`src/rtl/disp_pkg.sv`:
```
// Shared definitions for the display edit path: field codes, FSM states and
// field-cursor stepping helpers.
package disp_pkg;

    localparam int unsigned NFIELDS = 9;

    localparam logic [3:0] FIELD_FECHA  = 4'd0;
    localparam logic [3:0] FIELD_MES    = 4'd1;
    localparam logic [3:0] FIELD_ANIO   = 4'd2;
    localparam logic [3:0] FIELD_HORA   = 4'd3;
    localparam logic [3:0] FIELD_MIN    = 4'd4;
    localparam logic [3:0] FIELD_SEG    = 4'd5;
    localparam logic [3:0] FIELD_T_HORA = 4'd6;
    localparam logic [3:0] FIELD_T_MIN  = 4'd7;
    localparam logic [3:0] FIELD_T_SEG  = 4'd8;

    typedef enum logic [1:0] {
        ST_IDLE,
        ST_EDIT,
        ST_WRITE
    } state_e;

    function automatic logic [3:0] field_next(input logic [3:0] f);
        return (f >= FIELD_T_SEG) ? FIELD_FECHA : f + 4'd1;
    endfunction

    function automatic logic [3:0] field_prev(input logic [3:0] f);
        return (f == FIELD_FECHA || f > FIELD_T_SEG) ? FIELD_T_SEG : f - 4'd1;
    endfunction

endpackage

```
`src/rtl/blink_timer.sv`:
```
// Free-running blink divider: toggles blink_o every BLINK_HALF cycles and
// strobes tog_o in the cycle whose clock edge performs the toggle.
module blink_timer #(
    parameter int unsigned BLINK_HALF = 50_000_000
) (
    input  logic clk_i,
    input  logic rst_i,
    input  logic clr_i,
    output logic blink_o,
    output logic tog_o
);

    localparam int unsigned CW = (BLINK_HALF > 1) ? $clog2(BLINK_HALF) : 1;
    localparam logic [CW-1:0] TERM = CW'(BLINK_HALF - 1);

    logic [CW-1:0] cnt_q, cnt_d;
    logic          blink_q, blink_d;

    always_comb begin
        tog_o   = !clr_i && (cnt_q == TERM);
        cnt_d   = cnt_q + 1'b1;
        blink_d = blink_q;
        if (clr_i) begin
            cnt_d   = '0;
            blink_d = 1'b1;
        end else if (tog_o) begin
            cnt_d   = '0;
            blink_d = ~blink_q;
        end
    end

    always_ff @(posedge clk_i or posedge rst_i) begin
        if (rst_i) begin
            cnt_q   <= '0;
            blink_q <= 1'b0;
        end else begin
            cnt_q   <= cnt_d;
            blink_q <= blink_d;
        end
    end

    assign blink_o = blink_q;

endmodule

```
`src/rtl/edit_cursor_ctrl.sv`:
```
// Edit-mode cursor controller: field selection, blink, inactivity timeout and
// handshaked increment/decrement requests towards the RTC register writer.
module edit_cursor_ctrl
    import disp_pkg::*;
#(
    parameter int unsigned BLINK_HALF      = 50_000_000,
    parameter int unsigned TIMEOUT_TOGGLES = 20
) (
    input  logic       clk_i,
    input  logic       rst_i,
    input  logic       btn_edit_i,
    input  logic       btn_next_i,
    input  logic       btn_prev_i,
    input  logic       btn_up_i,
    input  logic       btn_down_i,
    input  logic       wr_ack_i,
    output logic [3:0] dir_o,
    output logic       cursor_o,
    output logic       blink_o,
    output logic       wr_req_o,
    output logic [3:0] wr_field_o,
    output logic       wr_delta_o,
    output logic       busy_o
);

    localparam int unsigned TW = $clog2(TIMEOUT_TOGGLES + 1);
    localparam logic [TW-1:0] TO_MAX = TW'(TIMEOUT_TOGGLES);

    state_e        state_q, state_d;
    logic [3:0]    dir_q, dir_d;
    logic [TW-1:0] to_q, to_d;
    logic [3:0]    field_q, field_d;
    logic          delta_q, delta_d;
    logic          blink_clr;
    logic          tog;
    logic          any_btn;

    blink_timer #(
        .BLINK_HALF(BLINK_HALF)
    ) u_blink (
        .clk_i  (clk_i),
        .rst_i  (rst_i),
        .clr_i  (blink_clr),
        .blink_o(blink_o),
        .tog_o  (tog)
    );

    assign any_btn = btn_edit_i | btn_next_i | btn_prev_i | btn_up_i | btn_down_i;

    always_comb begin
        state_d   = state_q;
        dir_d     = dir_q;
        to_d      = to_q;
        field_d   = field_q;
        delta_d   = delta_q;
        blink_clr = 1'b0;
        case (state_q)
            ST_IDLE: begin
                if (btn_edit_i) begin
                    state_d   = ST_EDIT;
                    dir_d     = FIELD_FECHA;
                    to_d      = '0;
                    blink_clr = 1'b1;
                end
            end
            ST_EDIT: begin
                if (tog && (to_q != TO_MAX)) begin
                    to_d = to_q + 1'b1;
                end
                // A press restarts the inactivity window even if a toggle lands this cycle.
                if (any_btn) begin
                    to_d = '0;
                end
                if (btn_edit_i) begin
                    state_d = ST_IDLE;
                end else if (btn_up_i || btn_down_i) begin
                    state_d = ST_WRITE;
                    field_d = dir_q;
                    delta_d = btn_up_i;
                end else if (btn_next_i) begin
                    dir_d = field_next(dir_q);
                end else if (btn_prev_i) begin
                    dir_d = field_prev(dir_q);
                end else if (to_q == TO_MAX) begin
                    state_d = ST_IDLE;
                end
            end
            ST_WRITE: begin
                if (wr_ack_i) begin
                    state_d = ST_EDIT;
                    to_d    = '0;
                end
            end
            default: begin
                state_d = ST_IDLE;
            end
        endcase
    end

    always_ff @(posedge clk_i or posedge rst_i) begin
        if (rst_i) begin
            state_q <= ST_IDLE;
            dir_q   <= FIELD_FECHA;
            to_q    <= '0;
            field_q <= 4'd0;
            delta_q <= 1'b0;
        end else begin
            state_q <= state_d;
            dir_q   <= dir_d;
            to_q    <= to_d;
            field_q <= field_d;
            delta_q <= delta_d;
        end
    end

    assign dir_o      = dir_q;
    assign cursor_o   = (state_q != ST_IDLE);
    assign wr_req_o   = (state_q == ST_WRITE);
    assign busy_o     = (state_q == ST_WRITE);
    assign wr_field_o = field_q;
    assign wr_delta_o = delta_q;

endmodule

```
`config.mk`:
```
export PLATFORM = sky130hd
export DESIGN_NAME = edit_cursor_ctrl
export DESIGN_NICKNAME = d
export VERILOG_FILES = /design/src/rtl/disp_pkg.sv /design/src/rtl/blink_timer.sv /design/src/rtl/edit_cursor_ctrl.sv
export SDC_FILE = /design/constraint.sdc
export NUM_CORES = 1
export LEC_CHECK = 0
export BUFFER_PORTS_ARGS = -buffer_cell sky130_fd_sc_hd__buf_2
export CAP_MARGIN = 40
export CORE_UTILIZATION = 45
export DETAILED_ROUTE_END_ITERATION = 8
export SKIP_LAST_GASP = 1
export SYNTH_ARGS = -nofsm -noshare
export SYNTH_HDL_FRONTEND = slang
export SYNTH_HIERARCHICAL = 1
export SYNTH_SLANG_ARGS = --single-unit
```
`constraint.sdc`:
```
create_clock -name clk_i -period 2.85 [get_ports clk_i]
set_clock_uncertainty 0.05 [all_clocks]
set_input_delay 0.57 -clock clk_i [delete_from_list [all_inputs] [get_ports clk_i]]
set_output_delay 0.57 -clock clk_i [all_outputs]
set_load 0.02 [all_outputs]
```
* Word-level counts from Yosys, hierarchy flattened
Index checks and enable logic that the tools add are counted.
** Operators by class
- $lt $le $gt $ge :: 2
- Mux-type cells :: 27
- Add/sub/neg operators :: 4
- Eq/ne operators :: 14
- Multiply operators :: 0
- Bitwise gates (word level) :: 6
- Divide/modulo/power cells :: 0
- Reductions and logical operators :: 15
- Shifts and indexed selects :: 0
** Operators by type and width (count)
- $mux 26 :: 2
- $mux 4 :: 7
- $add 26x1->26 const B :: 1
- $eq 26x26->1 const B :: 1
- $mux 5 :: 4
- $pmux 5 s3 :: 1
- $mux 2 :: 7
- $ne 4x4->1 const B :: 3
- $reduce_and 5->1 :: 2
- $ne 2x2->1 const B :: 4
- $pmux 4 s2 :: 1
- $ne 3x3->1 const B :: 2
- $pmux 2 s3 :: 1
- $reduce_bool 2->1 :: 3
- $add 5x1->5 const B :: 1
- $eq 5x5->1 const B :: 1
- $ne 5x5->1 const B :: 1
- $add 4x1->4 const B :: 1
- $ge 4x4->1 const B :: 1
- $gt 4x4->1 const B :: 1
- $logic_not 4->1 :: 1
- $mux 1 :: 4
- $or 1x1->1 :: 4
- $reduce_and 4->1 :: 1
- 10 further kinds :: 13
** Word-level totals
- Output and inout port bits :: 13
- Bits of input ports :: 8
- Register bits after elaboration :: 43
- Memories kept :: 0
- Memory bits (writable) :: 0
- Logic and storage cells :: 75
- Latch bits :: 0
- Memory bits (read-only) :: 0

* Depth between registers and ports, before layout
Gate-level depths: netlist (run 1).
- Depth in word-level cells :: 8
- Depth in mapped cells :: 8
- Mapped depth without buffers :: 8

* Modules after synthesis
The synthesis (run 1) kept the hierarchy.
** Modules (own cells, without submodules)
- blink_timer :: seq. area each 675.6 µm², times used 1, cells each 153, area an instance 1428.9 µm²
- edit_cursor_ctrl :: seq. area each 400.4 µm², times used 1, cells each 101, area an instance 1017.2 µm²

* Least setup slack after synthesis (run 1)
Ideal clock, no wire load.
- Kind :: flip-flop to flip-flop
- Start point :: register u_blink.cnt_q[0]
- End point :: register to_q[1]
- Data arrival time :: 2256 ps
- Clock period less this slack :: 2385 ps
- Stages on the path, launching flop included :: 9
- Buffers on the path :: 0
- Slack :: 465 ps
- Required time :: 2721 ps
- Setup time :: 79 ps
- Path through :: dfrtp_1 -> ha_1 -> and4_1 -> nand3_1 -> or4_1 -> nor2_1 -> a2111oi_4 -> nor3_2 -> mux2i_1
** On the way
- Word-level cells in the longest chain between the ends :: 5
** RTL lines
- start: declaration :: line blink_timer.sv:16 : logic [CW-1:0] cnt_q, cnt_d;
- start signal: assignment :: line blink_timer.sv:37 : cnt_q <= cnt_d;
- $eq 26x26->1 :: line blink_timer.sv:20 : tog_o = !clr_i && (cnt_q == TERM);
- $logic_and 1x1->1 :: line blink_timer.sv:20
- net tog :: line edit_cursor_ctrl.sv:35 : logic tog;
- $logic_and 1x1->1 :: line edit_cursor_ctrl.sv:67 : if (tog && (to_q != TO_MAX)) begin
- $ne 3x3->1 (no source line)
- $reduce_and 4->1 (no source line)
- end signal: assignment :: line edit_cursor_ctrl.sv:110 : to_q <= to_d;
- end: declaration :: line edit_cursor_ctrl.sv:31 : logic [TW-1:0] to_q, to_d;
The timed path passes the listed nets, and every way through them passes these cells.
A chain may end at the register's enable or synchronous reset.

* Worst setup path after layout (run 1)
Ends and elaborated chain as after synthesis.

==> results of run 1 <==
[worst min-delay path by stage]
stage,to,slack (ns),cells past startpoint
global route,u_blink/cnt_q[19],0.31,3
finish,u_blink/cnt_q[0],0.29,3
floorplan,u_blink/cnt_q[0],0.40,1
CTS,u_blink/cnt_q[0],0.29,3
detailed placement,u_blink/cnt_q[0],0.43,1
global placement,u_blink/cnt_q[0],0.41,1
[flip-flops by register name, summed over array words and instances (netlist names)]
signal and count:
dir_o 4, u_blink/blink_o 1, wr_delta_o 1, state_q 2
u_blink/cnt_q 26, to_q 5, wr_field_o 4
[power by group]
group | switching [mW] | leakage [nW] | internal [mW] | total (mW)
sequential | 0.0839 | 0.581 | 0.685 | 0.768
combinational | 0.271 | 0.530 | 0.190 | 0.461
clock | 0.199 | 0.0470 | 0.190 | 0.389
total | 0.554 | 1.16 | 1.06 | 1.62
[through the flow]
step / util / instances / hold slack (ns) / setup WS, ns / instance area, um^2
global placement: 0.507 / 338 / 0.414 / 0.327 / 2620
detailed placement: 0.507 / 338 / 0.427 / 0.273 / 2620
floorplan: - / 254 / 0.405 / 0.465 / 2450
finish: 0.524 / 345 / 0.286 / 0.249 / 2710
CTS: 0.524 / 345 / 0.291 / 0.242 / 2710
global route: 0.524 / 345 / 0.314 / 0.134 / 2710
[tightest hold or removal path, delay by kind of cell]
family / cells / cell delay, ns
buffers and inverters: 3 / 0.46
[logic make-up after synthesis]
logic type / Yosys count / share of synthesized area
xor gates and xnor gates: 14 / 0.0501
DFF: 43 / 0.440
and+or+nand+nor: 111 / 0.264
AOI/OAI and AO/OA: 50 / 0.143
muxes: 8 / 0.0353
adders and majority gates: 5 / 0.0256
buffers and inverters: 23 / 0.0419
[routing by layer]
metal,global-route usage,vias up,wire (um)
met5,0,-,0
met4,0.0844,0,80
met3,0.0344,7,127
met2,0.319,23,2220
met1,0.220,934,2320
li1,-,963,-
[layout make-up]
class,instances,area (um^2)
Fill cell,470,2460
Multi-Input combinational cell,188,1280
Sequential cell,43,1080
Timing Repair Buffer,24,130
Tap cell,70,87.6
Clock buffer,6,82.6
Inverter,13,48.8
Clock inverter,1,5.00
[cells in the final DEF (no fill, tap or decap), types with 3 or more instances in the layout]
cell type,instances
or3_1,5
inv_1,13
o31ai_1,7
buf_4,4
nor2_1,23
nand4_1,4
dfrtp_1,43
or4_1,10
nor3_1,6
buf_2,20
mux2_2,5
and3_1,4
o21ai_0,13
xor2_1,5
and4_1,3
a21oi_1,17
nand2_1,17
clkbuf_8,6
nor4_1,4
nand3_1,11
ha_1,5
nand2b_1,4
mux2i_1,3
xnor2_1,9
==> key figures, run 1 <==
Routing
  • Wire per inst: between 10 and 15 um
  • Via count: around 1,900
  • Final wirelength: roughly 4700 um
  • DR DRC count: 0
  • Starting DRT DRC Count: 102
  • Pre-antenna DRT Iters: 4
  • Vias per cell: 5.59
  • Antenna-violating nets left: 0

Global route
  • Largest net degree at the start of global routing: 28
  • GRT Util Overall: 0.183
  • Initial antenna violation count: 0
  • Total gr overflow: 0
  • Vias in the first global route: 1,798
  • First-pass GRT wire length: a little under 8000 um

Setup path
  • R2R setup slack: 0.25 ns
  • CP Capture Point: to_q[1]
  • Worst Path Required: between 3 and 4 ns
  • R2R Path Start: u_blink/cnt_q[0]
  • WP buf/inv: 0
  • CP Class: reg2reg
  • Worst path depth: 8
  • CP startpoint kind: flip-flop
  • Crit. Startpoint: u_blink/cnt_q[0]
  • Reg2Reg Capture Point: to_q[1]
  • Slowest stage cell on the critical path: or4_1
  • Crit path capture type: flip-flop
  • Crit-path max cell delay: approximately 0.53 ns
  • Critical Path, Cell by Cell: ha_1 -> and4_1 -> nand3_1 -> or4_1 -> nor2_1 -> a2111oi_4 -> nor3_2 -> mux2i_1
  • Data arrival, critical path: 2.77 ns
  • Worst-path maximum fanout: 5
  • R2r worst-path depth: 8
  • Crit path max-delay family: simple AND/OR/NAND/NOR gates

STA
  • Fin crit period: about 2.6 ns
  • Setup TNS: 0 ns
  • Setup violators final: 0
  • Hold Fails Final Rpt: 0
  • Fmax: around 380 MHz
  • Slew HR: 0.573
  • Unrepaired setup endpoints after global routing: no
  • Final slew viol count: 0
  • Worst-Margin Slew: about 0.64 ns
  • Crit share post-route: 0.912

Logic synthesis
  • Synthesized Nets: 267
  • Register area share after synthesis: 0.440
  • Synth Register Bits: 43
  • Yosys top cell area share: 0.440
  • Mapped Avg Cell Area: slightly below 10 um^2
  • Synth Instances: 254
  • Post-synth EDFFs: 0
  • Synth area leaders: dfrtp_1 (44%), nor2_1 (3.5%), a21oi_1 (3.5%)
  • Synthesized cell area: between 2000 and 2500 um^2
  • Post-synth top cells: dfrtp_1 (43), nor2_1 (23), a21oi_1 (17), nand2_1 (17)
  • Distinct cell type count after synthesis: 49
  • Yosys warnings: 6
  • Synth Flop Type: dfrtp_1
  • Biggest area consumer among synthesized cells: dfrtp_1
  • Async set-or-reset flop fraction in the synthesized netlist: 1.00
  • Count leader, synth: dfrtp_1

Hold path
  • Hold Crit Class: in2async

Clock network
  • CTS root buffer: clkbuf_8
  • Skew-Pair Late Insertion Delay: ~0.29 ns
  • Reg clk slew, reported paths: 0.08 ns
  • Post-CTS setup buffers: 0
  • Post-CTS resize count: 0
  • Hold_buf cts: 0
  • Clock tree buffer depth: 2
  • Num Clock Sinks: 43
  • CTS tree: built
  • CTS buffer count: 5
  • H-tree Lvls: 2

Floorplanning
  • # rows: 26
  • I/O pins: 21
  • Starting Density: 0.473
  • Chip width: 75.7 um
  • Die ar.: 5730 um^2
  • Die Ht: 75.7 um
  • Area of the core: about 5200 um^2

Job
  • Max-cap violation count: 0

Layout
  • Layout cells sized above 1: 0.185
  • Net count, final: roughly 290
  • Diode count: 0
  • P&R area growth vs syn: 10.7%

Placed design
  • HPWL after DPL: between 3000 and 4000 um
  • Routability congestion estimate: between 0.7 and 0.8
  • # port buffers: 20

Pwr
  • Pwr Density: 597 nW/um^2
  • VDD IR max: approximately 0.38 mV
  • Post-route total power: approximately 1.6 mW
  • Pleak: 1.16 nW

Run status
  • Status: finished, final reports clean
(Power assumes the default switching activity.)
==> run 2, diff against run 1 <==
Settings changed: GPL_TIMING_DRIVEN set to 0.
==> run 2 against run 1 <==
Sequential share of layout area shrank 1.0 points. Die area is the same. Sequential power barely moved. Critical path depth did not move. Via count is 1.8% higher. Utilization up 1.4 points. Count of clock-buffer cells in the layout stayed put. Critical path type unchanged. Highest routed layer unchanged.
==> key figures, run 2 (synthesized netlist as in run 1, its figures left out) <==
Layout
  • Max FFs per register: 26 (unchanged)
  • Leading cell type in the layout, fill and taps excluded: dfrtp_1
  • Diode count: 0 (unchanged)
  • Biggest regs: u_blink/cnt_q x26, to_q x5
  • Layout cells sized above 1: 0.191 (+0.00603)
  • Commonest non-fill, non-tap cells in the layout: dfrtp_1 (43), buf_2 (23), nor2_1 (22)
  • Net count, final: 294 (+2.1%)
  • Top reg by flops: u_blink/cnt_q
  • P&R area growth vs syn: 13.6%
  • Layout fillers: 472 (+0.43%)
  • Layout Cells excl Fill: 352 (+2.0%)
  • Finished Cell Area: 2780 um^2 (+2.6%)

Floorplanning
  • Starting Density: 0.473 (unchanged)
  • Die Ht: 75.7 um (unchanged)
  • # rows: 26 (unchanged)
  • Die ar.: 5730 um^2 (unchanged)
  • Area of the core: 5170 um^2 (unchanged)
  • I/O pins: 21 (unchanged)
  • Chip width: 75.7 um (unchanged)

Setup path
  • R2R Path Start: u_blink/cnt_q[0]
  • Worst Path Required: 3.02 ns (about the same)
  • Reg2Reg Capture Point: to_q[1]
  • R2r worst-path depth: 8 (unchanged)
  • CP startpoint kind: flip-flop
  • Worst-path maximum fanout: 5 (unchanged)
  • CP Class: reg2reg
  • Crit path capture type: flip-flop
  • R2R setup slack: 0.19 ns (-0.06 ns)
  • Data arrival, critical path: 2.83 ns (+0.06 ns)

Clock network
  • H-tree Lvls: 2 (unchanged)
  • Num Clock Sinks: 43 (unchanged)
  • Post-CTS setup buffers: 0 (unchanged)
  • CTS tree: built
  • CTS buffer count: 5 (unchanged)
  • Reg clk slew, reported paths: 0.09 ns (about the same)
  • Clock tree buffer depth: 2 (unchanged)
  • Skew-Pair Late Insertion Delay: 0.30 ns (about the same)
  • CTS root buffer: clkbuf_8

STA
  • Final slew viol count: 0 (unchanged)
  • Unrepaired setup endpoints after global routing: no
  • Setup violators final: 0 (unchanged)
  • Fmax: 376 MHz (-2.1%)
  • Slew HR: 0.570 (-0.00289)
  • Crit share post-route: 0.932 (+0.0197)
  • Hold Slack: 0.267 ns (-0.0192 ns)
  • Setup TNS: 0 ns (unchanged)
  • Worst-Margin Slew: 0.644 ns (+0.00433 ns)
  • Fin crit period: 2.66 ns (+0.0562 ns)
  • Hold Fails Final Rpt: 0 (unchanged)

Routing
  • Via count: 1,962 (+1.8%)
  • Pre-antenna DRT Iters: 4 (unchanged)
  • DR WL met2: 2380 um (+7.2%)
  • Metal3 WL: 160 um (+26%)
  • Starting DRT DRC Count: 91 (-11%)
  • Met1 Wirelength: 2310 um (-0.43%)
  • Vias per cell: 5.57 (-0.21%)
  • DR DRC count: 0 (unchanged)
  • Uppermost layer routed: met4
  • Wire per inst: 13.9 um (+1.3%)
  • Final wirelength: 4900 um (+3.4%)
  • Antenna-violating nets left: 0 (unchanged)

Pwr
  • Pleak: 1.17 nW (+0.69%)
  • Pwr Density: 643 nW/um^2 (+7.6%)
  • Post-route total power: 1.79 mW (+10%)
  • VDD IR max: 0.409 mV (+7.8%)

Placed design
  • HPWL after DPL: 3520 um (+3.3%)
  • Placed Cells: 344 (+1.8%)
  • Routability congestion estimate: 0.765 (+2.6%)
  • Post-DP Area: 2640 um^2 (+0.86%)
  • # port buffers: 19 (-5.0%)

Global route
  • First-pass GRT wire length: 8200 um (+4.1%)
  • GRT Util Overall: 0.192 (+0.00902)
  • Initial antenna violation count: 0 (unchanged)
  • Largest net degree at the start of global routing: 17 (-39%)
  • Vias in the first global route: 1,808 (+0.56%)
  • Total gr overflow: 0 (unchanged)

Run status
  • Status: finished, final reports clean

Hold path
  • Hold Crit Class: in2async

Job
  • Max-cap violation count: 0 (unchanged)
-- run 2: worst max path at each step --
stage | start | endpoint | slack (ns) | cells after the start
floorplan | u_blink/cnt_q[0] | to_q[1] | 0.46 | 8
finish | u_blink/cnt_q[0] | to_q[1] | 0.19 | 8
detailed placement | u_blink/cnt_q[0] | to_q[1] | 0.08 | 8
global placement | u_blink/cnt_q[0] | to_q[1] | 0.06 | 8
global route | u_blink/cnt_q[0] | to_q[1] | 0.05 | 8
CTS | u_blink/cnt_q[0] | to_q[1] | 0.07 | 8
-- run 2: per-layer routing --
metal,vias up,global-route usage
li1,979,-
met1,956,0.248
met2,23,0.318
met3,4,0.0437
met4,0,0.0679
met5,-,0
-- run 2: power breakdown --
part,switching [mW],internal (mW)
combinational,0.268,0.190
clock,0.211,0.350
sequential,0.0828,0.684
total,0.561,1.22
-- run 2: timing repair --
item,in CTS,in global routing
resized for setup,0,1
endpoints found under the setup margin,0,5
hold buffers,0,0
-- run 2: critical path: stages (launching register included) --
cell and delay (ns):
dfrtp_1 0.40, ha_1 0.25, and4_1 0.27, nand3_1 0.15, or4_1 0.55, nor2_2 0.27, a2111oi_4 0.12, nor3_2 0.30
mux2i_1 0.22
-- run 2: per-stage QoR --
stage | worst slack [ns] | util
after global placement | 0.0619 | 0.508
after floorplan | 0.465 | -
after CTS | 0.0693 | 0.537
after global routing | 0.0451 | 0.537
after detailed placement | 0.0784 | 0.511
final | 0.193 | 0.537
-- run 2: area by class of cell --
class | instances | area (um^2) | share of cell area
clock inverter | 2 | 60.1 | 0.0216
timing repair buffer | 20 | 110 | 0.0396
tap | 70 | 87.6 | 0.0315
sequential | 43 | 1080 | 0.387
multi-input combinational | 188 | 1270 | 0.457
buffer | 10 | 53.8 | 0.0194
inverter | 13 | 48.8 | 0.0176
clock buffer | 6 | 72.6 | 0.0261
==> run 3, diff against run 2 <==
Settings changed: PLACE_DENSITY set to 0.69.
==> run 3 against run 2 <==
Die area unchanged. Critical endpoint unchanged. Fmax increased by 2.5%. Critical path depth unchanged. Combinational power increased by 3%. Cell count unchanged. First-iteration DRC count increased by 110%.
==> key figures, run 3 (synthesized netlist as in run 1, its figures left out) <==
Run status
  • Status: finished, final reports clean

STA
  • Worst-Margin Slew: 0.644 ns (+0.000158 ns)
  • Setup violators final: 0 (unchanged)
  • Fin crit period: 2.59 ns (-0.0658 ns)
  • Final WS setup: 0.259 ns (+0.0658 ns)
  • Hold Fails Final Rpt: 0 (unchanged)
  • Unrepaired setup endpoints after global routing: no
  • Fmax: 386 MHz (+2.5%)
  • Setup TNS: 0 ns (unchanged)
  • Slew HR: 0.570 (about the same)
  • Final slew viol count: 0 (unchanged)
  • Crit share post-route: 0.909 (-0.0231)

Pwr
  • Post-route total power: 1.63 mW (-8.8%)
  • Pwr Density: 595 nW/um^2 (-7.4%)
  • Pleak: 1.15 nW (-1.8%)
  • VDD IR max: 0.523 mV (+28%)

Setup path
  • Worst-path maximum fanout: 5 (unchanged)
  • Worst Path Required: 3.02 ns (about the same)
  • Data arrival, critical path: 2.76 ns (-0.07 ns)
  • CP Class: reg2reg
  • Crit path capture type: flip-flop
  • R2r worst-path depth: 8 (unchanged)
  • R2R setup slack: 0.26 ns (+0.07 ns)
  • Reg2Reg Capture Point: to_q[1]
  • CP startpoint kind: flip-flop
  • R2R Path Start: u_blink/cnt_q[0]

Routing
  • DR DRC count: 0 (unchanged)
  • Vias per cell: 5.63 (+1.0%)
  • Via count: 1,982 (+1.0%)
  • Pre-antenna DRT Iters: 4 (unchanged)
  • Starting DRT DRC Count: 190 (+110%)
  • Antenna-violating nets left: 0 (unchanged)
  • Wire per inst: 14.3 um (+2.7%)
  • Final wirelength: 5030 um (+2.7%)

Layout
  • P&R area growth vs syn: 11.9%
  • Net count, final: 294 (unchanged)
  • Biggest regs: u_blink/cnt_q x26, to_q x5
  • Commonest non-fill, non-tap cells in the layout: dfrtp_1 (43), buf_2 (23), nor2_1 (22)
  • Max FFs per register: 26 (unchanged)
  • Leading cell type in the layout, fill and taps excluded: dfrtp_1
  • Top reg by flops: u_blink/cnt_q
  • Diode count: 0 (unchanged)
  • Util after Layout: 0.529 (-0.00798)
  • Layout cells sized above 1: 0.191 (unchanged)

Global route
  • Initial antenna violation count: 0 (unchanged)
  • Largest net degree at the start of global routing: 17 (unchanged)
  • Total gr overflow: 0 (unchanged)
  • Vias in the first global route: 1,844 (+2.0%)
  • GRT Util Overall: 0.201 (+0.00877)
  • First-pass GRT wire length: 8580 um (+4.7%)

Clock network
  • Reg clk slew, reported paths: 0.09 ns (about the same)
  • Clock tree buffer depth: 2 (unchanged)
  • Skew-Pair Late Insertion Delay: 0.30 ns (about the same)
  • CTS tree: built
  • Num Clock Sinks: 43 (unchanged)
  • CTS buffer count: 5 (unchanged)
  • Hold_buf cts: 0 (unchanged)
  • H-tree Lvls: 2 (unchanged)
  • CTS root buffer: clkbuf_8

Floorplanning
  • Starting Density: 0.473 (unchanged)
  • Die Ht: 75.7 um (unchanged)
  • Area of the core: 5170 um^2 (unchanged)
  • Chip width: 75.7 um (unchanged)
  • Die ar.: 5730 um^2 (unchanged)
  • # rows: 26 (unchanged)
  • I/O pins: 21 (unchanged)

Placed design
  • # port buffers: 19 (unchanged)
  • Routability congestion estimate: 0.811 (+5.9%)
  • HPWL after DPL: 3670 um (+4.4%)
  • Pre-CTS WS: 0.0995 ns (+0.0211 ns)

Job
  • Max-cap violation count: 0 (unchanged)

Hold path
  • Hold Crit Class: in2async
run 3: final cells by class:
class / instances / area [um^2]
Buffer: 10 / 53.8
Inverter: 13 / 48.8
Fill cell: 457 / 2430
Sequential cell: 43 / 1080
Multi-Input combinational cell: 188 / 1280
Tap cell: 70 / 87.6
Clock inverter: 2 / 12.5
Clock buffer: 6 / 72.6
Timing Repair Buffer: 20 / 110
run 3: how the worst max path moves through the flow:
stage | from | end | slack, ns | cells after the start
floorplan | u_blink/cnt_q[0] | to_q[1] | 0.46 | 8
global placement | u_blink/cnt_q[0] | to_q[1] | 0.12 | 8
detailed placement | u_blink/cnt_q[0] | to_q[1] | 0.1 | 8
CTS | u_blink/cnt_q[0] | to_q[1] | 0.06 | 8
global route | u_blink/cnt_q[0] | to_q[1] | 0.08 | 8
finish | u_blink/cnt_q[0] | to_q[1] | 0.26 | 8
run 3: worst max-delay path, stage by stage, from the launching register on:
cell and delay [ns]:
dfrtp_1 0.40, ha_1 0.25, and4_1 0.27, nand3_1 0.14, or4_1 0.54, nor2_2 0.26, a2111oi_4 0.13, nor3_4 0.23
mux2i_1 0.23
run 3: per-stage QoR:
step	instances	hold slack, ns	area (um^2)
floorplan	254	0.405	2450
global placement	343	0.433	2630
detailed placement	344	0.441	2640
CTS	352	0.309	2730
global route	352	0.338	2740
finish	352	0.296	2740
run 3: report_power, final:
part	switching, mW	internal, mW	leakage (nW)
clock	0.215	0.172	0.0412
sequential	0.0876	0.684	0.581
combinational	0.277	0.192	0.523
run 3: what timing repair did:
item | in CTS | in global routing
gates resized for setup | 0 | 2
setup buffers | 0 | 0
endpoints found under the setup margin | 0 | 5
run 3: layer usage:
metal / global-route usage / share of wire
met1: 0.258 / 0.46
met2: 0.334 / 0.49
met3: 0.0463 / 0.031
met4: 0.0700 / 0.017
met5: 0 / 0
